==> src/rtl/comparator_arbiter_if.sv <==
// -----------------------------------------------------------------------------
// comparator_arbiter_if
// Bundles the requester-side bus of comparator_arbiter. It carries the request
// vector, the packed operand buses, the enable/clear controls and the
// grant/result/statistics outputs.
//   master : requester side (drives req, operands, en, cnt_clr)
//   slave  : arbiter side (drives gnt, rsp_*, match_cnt)
// Operand packing: requester i uses in0_bus/in1_bus[i*WIDTH +: WIDTH].
// -----------------------------------------------------------------------------
interface comparator_arbiter_if #(
  parameter int WIDTH = 4,
  parameter int NREQ  = 4,
  parameter int IDW   = 2,
  parameter int CNTW  = 16
);
  logic                  en;
  logic [NREQ-1:0]       req;
  logic [NREQ*WIDTH-1:0] in0_bus;
  logic [NREQ*WIDTH-1:0] in1_bus;
  logic                  cnt_clr;
  logic [NREQ-1:0]       gnt;
  logic                  rsp_valid;
  logic [IDW-1:0]        rsp_id;
  logic                  rsp_eq;
  logic [CNTW-1:0]       match_cnt;

  modport master (
    output en, req, in0_bus, in1_bus, cnt_clr,
    input  gnt, rsp_valid, rsp_id, rsp_eq, match_cnt
  );

  modport slave (
    input  en, req, in0_bus, in1_bus, cnt_clr,
    output gnt, rsp_valid, rsp_id, rsp_eq, match_cnt
  );
endinterface

==> src/rtl/comparator_arbiter.sv <==
// -----------------------------------------------------------------------------
// comparator / comparator_arbiter
// comparator: WIDTH-bit equality compare, out_o = (in0_i == in1_i).
// comparator_arbiter: round-robin arbiter that shares one comparator among
// NREQ requesters. At most one grant per cycle. The granted operand pair is
// latched into stage 1, compared combinationally, and the registered result
// comes back one cycle after the grant, tagged with the requester id.
// A saturating counter tracks matching results.
// Ports:
//   clk  : rising-edge clock
//   rst  : asynchronous active-high reset
//   bus  : comparator_arbiter_if.slave (en, req, in0_bus, in1_bus, cnt_clr in;
//          gnt, rsp_valid, rsp_id, rsp_eq, match_cnt out)
// -----------------------------------------------------------------------------
module comparator #(
  parameter int WIDTH = 4
) (
  input  logic [WIDTH-1:0] in0_i,
  input  logic [WIDTH-1:0] in1_i,
  output logic             out_o
);
  assign out_o = (in0_i == in1_i);
endmodule

module comparator_arbiter #(
  parameter int WIDTH = 4,
  parameter int NREQ  = 4,
  parameter int IDW   = 2,
  parameter int CNTW  = 16
) (
  input  logic                 clk,
  input  logic                 rst,
  comparator_arbiter_if.slave  bus
);
  localparam logic [CNTW-1:0] CNT_MAX  = '1;
  localparam logic [IDW-1:0]  LAST_IDX = IDW'(NREQ - 1);

  logic [NREQ-1:0]  gnt_q, gnt_d;
  logic [IDW-1:0]   ptr_q, ptr_d;
  logic             s1_valid_q, s1_valid_d;
  logic [WIDTH-1:0] s1_a_q, s1_a_d;
  logic [WIDTH-1:0] s1_b_q, s1_b_d;
  logic [IDW-1:0]   s1_id_q, s1_id_d;
  logic             rsp_valid_q, rsp_valid_d;
  logic [IDW-1:0]   rsp_id_q, rsp_id_d;
  logic             rsp_eq_q, rsp_eq_d;
  logic [CNTW-1:0]  cnt_q, cnt_d;

  logic [NREQ-1:0]  eligible;
  logic             found;
  logic [IDW-1:0]   sel;
  logic             cmp_eq;

  comparator #(.WIDTH(WIDTH)) u_cmp (
    .in0_i (s1_a_q),
    .in1_i (s1_b_q),
    .out_o (cmp_eq)
  );

  // A requester is masked in its own grant cycle so one request is never
  // granted twice; holding req past the grant counts as a fresh request.
  assign eligible = bus.req & ~gnt_q;

  // Round-robin scan starting at ptr_q, wrapping modulo NREQ.
  always_comb begin
    // NOTE: every variable gets a default before any branch so no latch is inferred.
    found = 1'b0;
    sel   = '0;
    for (int off = 0; off < NREQ; off++) begin
      if (!found && eligible[(int'(ptr_q) + off) % NREQ]) begin
        found = 1'b1;
        sel   = IDW'((int'(ptr_q) + off) % NREQ);
      end
    end
  end

  always_comb begin
    gnt_d       = '0;
    s1_valid_d  = 1'b0;
    s1_a_d      = s1_a_q;
    s1_b_d      = s1_b_q;
    s1_id_d     = s1_id_q;
    ptr_d       = ptr_q;
    rsp_valid_d = s1_valid_q;
    rsp_id_d    = rsp_id_q;
    rsp_eq_d    = rsp_eq_q;
    cnt_d       = cnt_q;

    if (bus.en && found) begin
      gnt_d[sel] = 1'b1;
      s1_valid_d = 1'b1;
      s1_a_d     = bus.in0_bus[int'(sel)*WIDTH +: WIDTH];
      s1_b_d     = bus.in1_bus[int'(sel)*WIDTH +: WIDTH];
      s1_id_d    = sel;
      ptr_d      = (sel == LAST_IDX) ? '0 : sel + 1'b1;
    end

    // Result fields only move with a real result; otherwise they hold.
    if (s1_valid_q) begin
      rsp_id_d = s1_id_q;
      rsp_eq_d = cmp_eq;
    end

    // Clear wins over a coincident increment; the count never wraps.
    if (bus.cnt_clr) begin
      cnt_d = '0;
    end else if (rsp_valid_q && rsp_eq_q && (cnt_q != CNT_MAX)) begin
      cnt_d = cnt_q + 1'b1;
    end
  end

  // NOTE: state registers use non-blocking assignments so every flop samples
  // the pre-edge values regardless of statement order.
  always_ff @(posedge clk or posedge rst) begin
    if (rst) begin
      gnt_q       <= '0;
      ptr_q       <= '0;
      s1_valid_q  <= 1'b0;
      s1_a_q      <= '0;
      s1_b_q      <= '0;
      s1_id_q     <= '0;
      rsp_valid_q <= 1'b0;
      rsp_id_q    <= '0;
      rsp_eq_q    <= 1'b0;
      cnt_q       <= '0;
    end else begin
      gnt_q       <= gnt_d;
      ptr_q       <= ptr_d;
      s1_valid_q  <= s1_valid_d;
      s1_a_q      <= s1_a_d;
      s1_b_q      <= s1_b_d;
      s1_id_q     <= s1_id_d;
      rsp_valid_q <= rsp_valid_d;
      rsp_id_q    <= rsp_id_d;
      rsp_eq_q    <= rsp_eq_d;
      cnt_q       <= cnt_d;
    end
  end

  assign bus.gnt       = gnt_q;
  assign bus.rsp_valid = rsp_valid_q;
  assign bus.rsp_id    = rsp_id_q;
  assign bus.rsp_eq    = rsp_eq_q;
  assign bus.match_cnt = cnt_q;
endmodule

==> src/flat_wrapper.sv <==
// flat-port wrapper written by rule: the top's interface ports become plain ports
module comparator_arbiter_flat 
#(
  parameter int WIDTH = 4,
  parameter int NREQ  = 4,
  parameter int IDW   = 2,
  parameter int CNTW  = 16
)
  (clk, rst, bus_en, bus_req, bus_in0_bus, bus_in1_bus, bus_cnt_clr, bus_gnt, bus_rsp_valid, bus_rsp_id, bus_rsp_eq, bus_match_cnt);
  comparator_arbiter_if #(.WIDTH(WIDTH), .NREQ(NREQ), .IDW(IDW), .CNTW(CNTW)) bus_i ();
  input  logic clk;
  input  logic rst;
  input wire logic [$bits(bus_i.en)-1:0] bus_en;
  input wire logic [$bits(bus_i.req)-1:0] bus_req;
  input wire logic [$bits(bus_i.in0_bus)-1:0] bus_in0_bus;
  input wire logic [$bits(bus_i.in1_bus)-1:0] bus_in1_bus;
  input wire logic [$bits(bus_i.cnt_clr)-1:0] bus_cnt_clr;
  output wire logic [$bits(bus_i.gnt)-1:0] bus_gnt;
  output wire logic [$bits(bus_i.rsp_valid)-1:0] bus_rsp_valid;
  output wire logic [$bits(bus_i.rsp_id)-1:0] bus_rsp_id;
  output wire logic [$bits(bus_i.rsp_eq)-1:0] bus_rsp_eq;
  output wire logic [$bits(bus_i.match_cnt)-1:0] bus_match_cnt;
  assign bus_i.en = bus_en;
  assign bus_i.req = bus_req;
  assign bus_i.in0_bus = bus_in0_bus;
  assign bus_i.in1_bus = bus_in1_bus;
  assign bus_i.cnt_clr = bus_cnt_clr;
  assign bus_gnt = bus_i.gnt;
  assign bus_rsp_valid = bus_i.rsp_valid;
  assign bus_rsp_id = bus_i.rsp_id;
  assign bus_rsp_eq = bus_i.rsp_eq;
  assign bus_match_cnt = bus_i.match_cnt;
  comparator_arbiter #(.WIDTH(WIDTH), .NREQ(NREQ), .IDW(IDW), .CNTW(CNTW)) u_core (.clk(clk), .rst(rst), .bus(bus_i));
endmodule
==> config.mk <==
export PLATFORM = sky130hd
export DESIGN_NAME = comparator_arbiter_flat
export DESIGN_NICKNAME = d
export VERILOG_FILES = /design/src/rtl/comparator_arbiter_if.sv /design/src/rtl/comparator_arbiter.sv /design/src/flat_wrapper.sv
export SDC_FILE = /design/constraint.sdc
export NUM_CORES = 1
export LEC_CHECK = 0
export ABC_AREA = 1
export CAP_MARGIN = 20
export CORE_ASPECT_RATIO = 0.5
export CORE_MARGIN = 3
export CORE_UTILIZATION = 43
export DETAILED_ROUTE_END_ITERATION = 6
export HOLD_SLACK_MARGIN = 0.12
export PLACE_DENSITY = 0.76
export RECOVER_POWER = 25
export REMOVE_ABC_BUFFERS = 1
export SLEW_MARGIN = 0
export SYNTH_ARGS = -nofsm -noshare
export SYNTH_HDL_FRONTEND = slang
export SYNTH_SLANG_ARGS = --single-unit
==> constraint.sdc <==
create_clock -name clk -period 1.6 [get_ports clk]
set_input_delay 0.48 -clock clk [delete_from_list [all_inputs] [get_ports clk]]
set_output_delay 0.48 -clock clk [all_outputs]
set_load 0.01 [all_outputs]
Word level (Yosys, flattened, before mapping)
Cells that the tools add are included.
Operators by class
  add/subtract/negate cells: 5
  $lt $le $gt $ge: 6
  equal/unequal tests: 3
  shift-type cells: 2
  muxes and demuxes: 26
  bitwise logic cells: 5
  reduce and logical (&&, ||, !) cells: 14
Operator list (number)
  16-bit 2-to-1 mux: 2
  16-bit by 5-bit indexed part select with 4-bit output: 2
  16-bit by 1-bit adder with 16-bit output (second input constant): 1
  16-bit != test (second input constant): 1
  1-bit 2-to-1 mux: 13
  3-bit by 4-bit < comparator with 1-bit output (second input constant): 3
  2-bit 2-to-1 mux: 5
  1-bit binary-select mux with 2-bit select: 4
  1-bit logical AND: 7
  2-bit by 3-bit < comparator with 1-bit output (second input constant): 2
  2-bit OR reduction: 3
  2-bit by 1-bit adder with 2-bit output (second input constant): 2
  2-bit adder (second input constant): 2
  4-bit AND: 1
  4-bit == test: 1
  4-bit 2-to-1 mux: 1
  4-bit inverter: 1
  1-bit AND (first input constant): 3
  1-bit zero test: 3
  1-bit demux with 2-bit select: 1
  2-bit == test (second input constant): 1
  2-bit by 1-bit >= comparator with 1-bit output (second input constant): 1
  2-bit nonzero test: 1
Word-level totals
  register bits after elaboration: 37
  input port bits: 40
  output and inout bits: 24
  word-level logic and storage cells: 71

Depth between registers and ports, before layout
  depth after elaboration: 19
  gate-level depth with buffers: 17
  gate-level depth less buffers: 15

By module
A second synthesis with hierarchy kept.
Second synthesis, totals
  cell total of the unflattened synthesis: 333
  area total of the unflattened synthesis: 2316.0 sq um
By module, submodules not included
  comparator_arbiter: instances 1, cells each 318, area an instance 2249.7 sq um
  comparator: instances 1, cells each 15, area an instance 66.3 sq um

Least setup slack after synthesis
OpenSTA, ideal clock, no wires.
  path kind: reg2reg
  start: reg u_core.cnt_q[0], in the netlist u_core.bus.match_cnt[0]
  end: reg u_core.cnt_q[15], in the netlist u_core.bus.match_cnt[15]
  arrival: 1738 ps
  data required time: 1529 ps
  slack: -210 ps
  stages on the path, launching flop included: 10
  buffers on the path: 0
  period minus slack after synthesis: 1810 ps
  path through: dfrtp_1 ha_1 nand4_1 nor2_1 nand3_1 nand3_2 nor3_1 nor3b_1 nor2_1 nor2_1
Between the ends
  word-level cells in the longest chain between the ends: 3
  elaborated cells between the ends (all ways): 6
  those cells by class: add/sub (1); eq/ne (1); mux (2); reduce/logical (2)
Ends and longest elaborated chain
  from (decl): line comparator_arbiter.sv:47  | logic [CNTW-1:0] cnt_q, cnt_d;
  from (signal assigned): line comparator_arbiter.sv:136  | cnt_q <= cnt_d;
  16-bit by 1-bit adder with 16-bit output / 16-bit != test (equally long branches): line comparator_arbiter.sv:108, comparator_arbiter.sv:107
  16-bit 2-to-1 mux / 1-bit logical AND (equally long branches): line comparator_arbiter.sv:107  | end else if (rsp_valid_q && rsp_eq_q && (cnt_q != CNT_MAX)) begin
  16-bit 2-to-1 mux / 2-bit nonzero test (equally long branches)
Parallel ways exist; a longest one is shown, timed or not. The select of a mux whose other input is x is not followed.
A chain may end at the register's enable or synchronous reset.

Final worst setup path
  start: reg u_core.ptr_q[0]
  end: reg u_core.s1_b_q[2]
Between the ends
  word-level cells in the longest chain between the ends: 13
  elaborated cells between the ends (all ways): 30
  those cells by class: add/sub (3); shift (1); mux (19); reduce/logical (7)
Ends and longest elaborated chain
  from (decl): line comparator_arbiter.sv:39  | logic [IDW-1:0] ptr_q, ptr_d;
  from (signal assigned): line comparator_arbiter.sv:128  | ptr_q <= ptr_d;
  2-bit by 1-bit adder with 2-bit output / 1-bit binary-select mux with 2-bit select (equally long branches): line comparator_arbiter.sv:70, comparator_arbiter.sv:72
  1-bit binary-select mux with 2-bit select / 1-bit 2-to-1 mux (equally long branches): line comparator_arbiter.sv:70  | if (!found && eligible[(int'(ptr_q) + off) % NREQ]) begin
  1-bit 2-to-1 mux (implied by the code): line comparator_arbiter.sv:70
  1-bit 2-to-1 mux (implied by the code) / 1-bit zero test (equally long branches): line comparator_arbiter.sv:70
  1-bit logical AND: line comparator_arbiter.sv:70
  1-bit 2-to-1 mux: line comparator_arbiter.sv:70
  1-bit zero test: line comparator_arbiter.sv:70
  1-bit logical AND: line comparator_arbiter.sv:70
  1-bit 2-to-1 mux: line comparator_arbiter.sv:70
  1-bit zero test: line comparator_arbiter.sv:70
  1-bit logical AND: line comparator_arbiter.sv:70
  2-bit 2-to-1 mux / 1-bit 2-to-1 mux (equally long branches): line comparator_arbiter.sv:70
  16-bit by 5-bit indexed part select with 4-bit output / 1-bit logical AND (equally long branches): line comparator_arbiter.sv:93, comparator_arbiter.sv:89
  to (signal assigned): line comparator_arbiter.sv:120  | s1_b_q <= '0;
  to (signal assigned): line comparator_arbiter.sv:131  | s1_b_q <= s1_b_d;
  to (decl): line comparator_arbiter.sv:42  | logic [WIDTH-1:0] s1_b_q, s1_b_d;
Parallel ways exist; a longest one is shown, timed or not. The select of a mux whose other input is x is not followed.

==> flow_summary.toml <==
[detailed_routing]
dr_wl_met3_um = 469
viasPerCell = 5.11
wl_met1_um = 3010
drtAntennaViolNets = 0
totalWireLength_um = 7240
met2WireLength_um = 3620
drc_errors = 0
vias = 2643
dr.pass1.iters = 5
dr.first_iter.drc_count = 173
maxUsedRoutingLayer = "met4"
wl_per_cell_um = 14.0

[clocking]
worstSkewPairLatency_ps = 290
cts_hold_buf = 0
clockRootBuffer = "clkbuf_8"
cts_buffer_depth = 2
clk_pin_slew_ps = 80
tritoncts = "yes"
cts_sinks = 37
htreeDepth = 2
cts-buffers-inserted = 5

[yosys]
synth.area.top_cells = "dfrtp_1, nand2_1, nand3_1"
yosys-top-cells-count = "nand2_1, dfrtp_1, nand3_1"
ys_seq_elements = 37
syn_area_um2 = 2280
synth_most_common_cell = "nand2_1"
synth_top_area_share_pct = 40.7
synth_edf_count = 0
yosysWarnings = 0
ys_types = 30
avgSynthCellArea_um2 = 7.07
synth_top_area_cell = "dfrtp_1"
synth_ff_type = "dfrtp_1"
yosysSeqAreaShare_pct = 40.7
async_flop_share_pct = 100
syn_inst = 322

[global_routing]
grt_pass1_vias = 2540
antenna_found_initial = 0
grt_max_degree = 38
grt_first_pass_wirelength_um = 11100
gr-usage-all-layers_pct = 21.7
grt_overflow = 0

[power_and_ir_drop]
total_power_mw = 6.66
seq_power_share_pct = 20.8
p_sw_share_pct = 46.3
internal-power_mw = 3.57
pwr-share-comb_pct = 68.3
power.switching_mw = 3.08
power.density_nw_per_um2 = 1720
clkPwrFrac_pct = 11.0
leakagePower_nw = 1.98
irDropWorstVdd_v = 0.00130

[die]
die_area_um2 = 6250
die_y_um = 57.4
die_w_um = 109
io_pins = 64
core_um2 = 5020
start_util_pct = 45.3
num_rows = 18

[place]
routabilityCongestion = 0.904
dpl.hpwl_um = 4520
place_ws_ps = -1080
port_buffers = 63

[sta]
slew_headroom_pct = 38.7
rsz0062_at_grt = "yes"
fin_ws_ps = -392
min_period_over_period_pct = 124
fin_crit_ps = 1990
setup_tns_ps = -6320
hold_viol = 0
worstMarginPinSlew_ps = 920
finalClockSkew_ps = 11.6
maxSlewViolCount = 0
clock.fmax_mhz = 502
setup_viol = 31

[flow_run]
drv_cap = 0

[critical_path]
cp-endpoint = "u_core.s1_b_q[2]"
r2r_end = "u_core.s1_b_q[2]"
worstSetupStartpoint = "u_core.ptr_q[0]"
end_kind = "flop"
path_class = "flop to flop"
critPathRequiredTime_ps = 1770
ff2ff_setup_slack_ps = -390
reg2reg_from = "u_core.ptr_q[0]"
start_kind = "flop"
crit_fanout = 10
crit_arrival_ps = 2160
rr_worst_depth = 14

[finish]
drive_gt1_share_pct = 31.8
multi_input_area_um2 = 1510
fin_util_pct = 76.9
n_antenna_cell = 0
regArea_um2 = 927
areaGrowthSynthToFinish_pct = 69.6
nets = 487
num-fill-cells = 340

[outcome]
violations = "negative setup slack"
outcome = "finished with violations"

[worst_hold_path]
hold_path.class = "flop to flop"
[per-layer routing]
metal / vias to the layer above / global-route usage (%)
li1: 1286 / -
met1: 1207 / 28.3
met2: 132 / 38.2
met3: 18 / 3.62
met4: 0 / 5.04
met5: - / 0
[state kept, by name (all words and copies together) (netlist names)]
| signal | flops |
|---|---|
| u_core.bus.gnt | 4 |
| u_core.bus.rsp_valid | 1 |
| u_core.bus.rsp_eq | 1 |
| u_core.s1_id_q | 2 |
| u_core.bus.match_cnt | 16 |
| u_core.rsp_valid_d | 1 |
| u_core.s1_b_q | 4 |
| u_core.ptr_q | 2 |
| u_core.s1_a_q | 4 |
| u_core.bus.rsp_id | 2 |
[per-stage QoR]
| stage | std cells | cell area (um^2) | hold WS [ps] |
|---|---|---|---|
| 4_1_cts | 510 | 3590 | 420 |
| 3_5_place_dp | 490 | 3290 | 413 |
| 6_report | 517 | 3860 | 424 |
| 5_1_grt | 517 | 3860 | 452 |
| 3_3_place_gp | 490 | 3290 | 417 |
| 2_1_floorplan | 314 | 2210 | 394 |
[placed cells by master (no fill, tap or decap), types with 4 or more instances in the layout]
cell type,count
nand2_1,117
buf_6,11
buf_4,46
nand3_4,6
clkdlybuf4s15_1,5
a21oi_2,5
nor2_2,4
dfrtp_1,36
nand3_1,24
xnor2_1,5
dlygate4sd2_1,21
o21ai_2,5
nand2_4,7
clkbuf_8,7
nor2_1,17
nand4_1,6
nand2_2,15
a21oi_1,6
nand3_2,10
clkdlybuf4s50_1,35
inv_1,20
o21ai_1,4
[power by group through the flow]
stage	Combinational, mW	Clock (mW)	Sequential (mW)
floorplan	2.23	0	1.41
global placement	3.54	0	1.38
detailed placement	3.65	0	1.39
CTS	4.09	0.728	1.36
global route	5.06	0.782	1.41
finish	4.54	0.730	1.38
[worst min-delay path by stage]
stage | slack, ps | depth (start not counted) | from | end
floorplan | 390 | 0 | u_core.rsp_valid_d | u_core.bus.rsp_valid
global placement | 420 | 0 | u_core.rsp_valid_d | u_core.bus.rsp_valid
detailed placement | 410 | 0 | u_core.rsp_valid_d | u_core.bus.rsp_valid
CTS | 420 | 0 | u_core.rsp_valid_d | u_core.bus.rsp_valid
global route | 450 | 0 | u_core.rsp_valid_d | u_core.bus.rsp_valid
finish | 420 | 0 | u_core.rsp_valid_d | u_core.bus.rsp_valid
[kinds of logic after synthesis]
kind of cell    Yosys count  share of synthesized area (%)
xor+xnor                  6                           2.31
flops                    37                           40.7
buf+inv                  33                           7.15
fa+ha+maj                 1                          0.550
simple gates            217                           42.2
compound gates           28                           7.09
[timing repair]
| item | in CTS | in global routing |
|---|---|---|
| cloned | 1 | 1 |
| setup buffers | 12 | 6 |
| pin swaps | 20 | 24 |
| gates resized for setup | 68 | 59 |
| endpoints found under the setup margin | 53 | 39 |
[cell type report]
class | count | share of cell area [%]
flip-flops and latches | 37 | 24.0
repair buffers | 124 | 29.4
multi-input cells | 253 | 39.0
inverters | 25 | 2.63
well taps | 70 | 2.27
clock buffers | 7 | 2.50
clock inverters | 1 | 0.130
[critical path, stage by stage, from the launching register on]
cell      delay (ps)
dfrtp_2          470
clkinv_4         130
nand3_2          110
buf_4            120
nand3_1           70
nand2_1          130
nand4_1          180
nand2_4          200
nand2_4          130
nand2_1           80
nand2_1           60
nand2_1           60
nand2_1           40
nand2_1           50
nand2_1           50
Note: power is estimated with default switching activity, not from simulation.
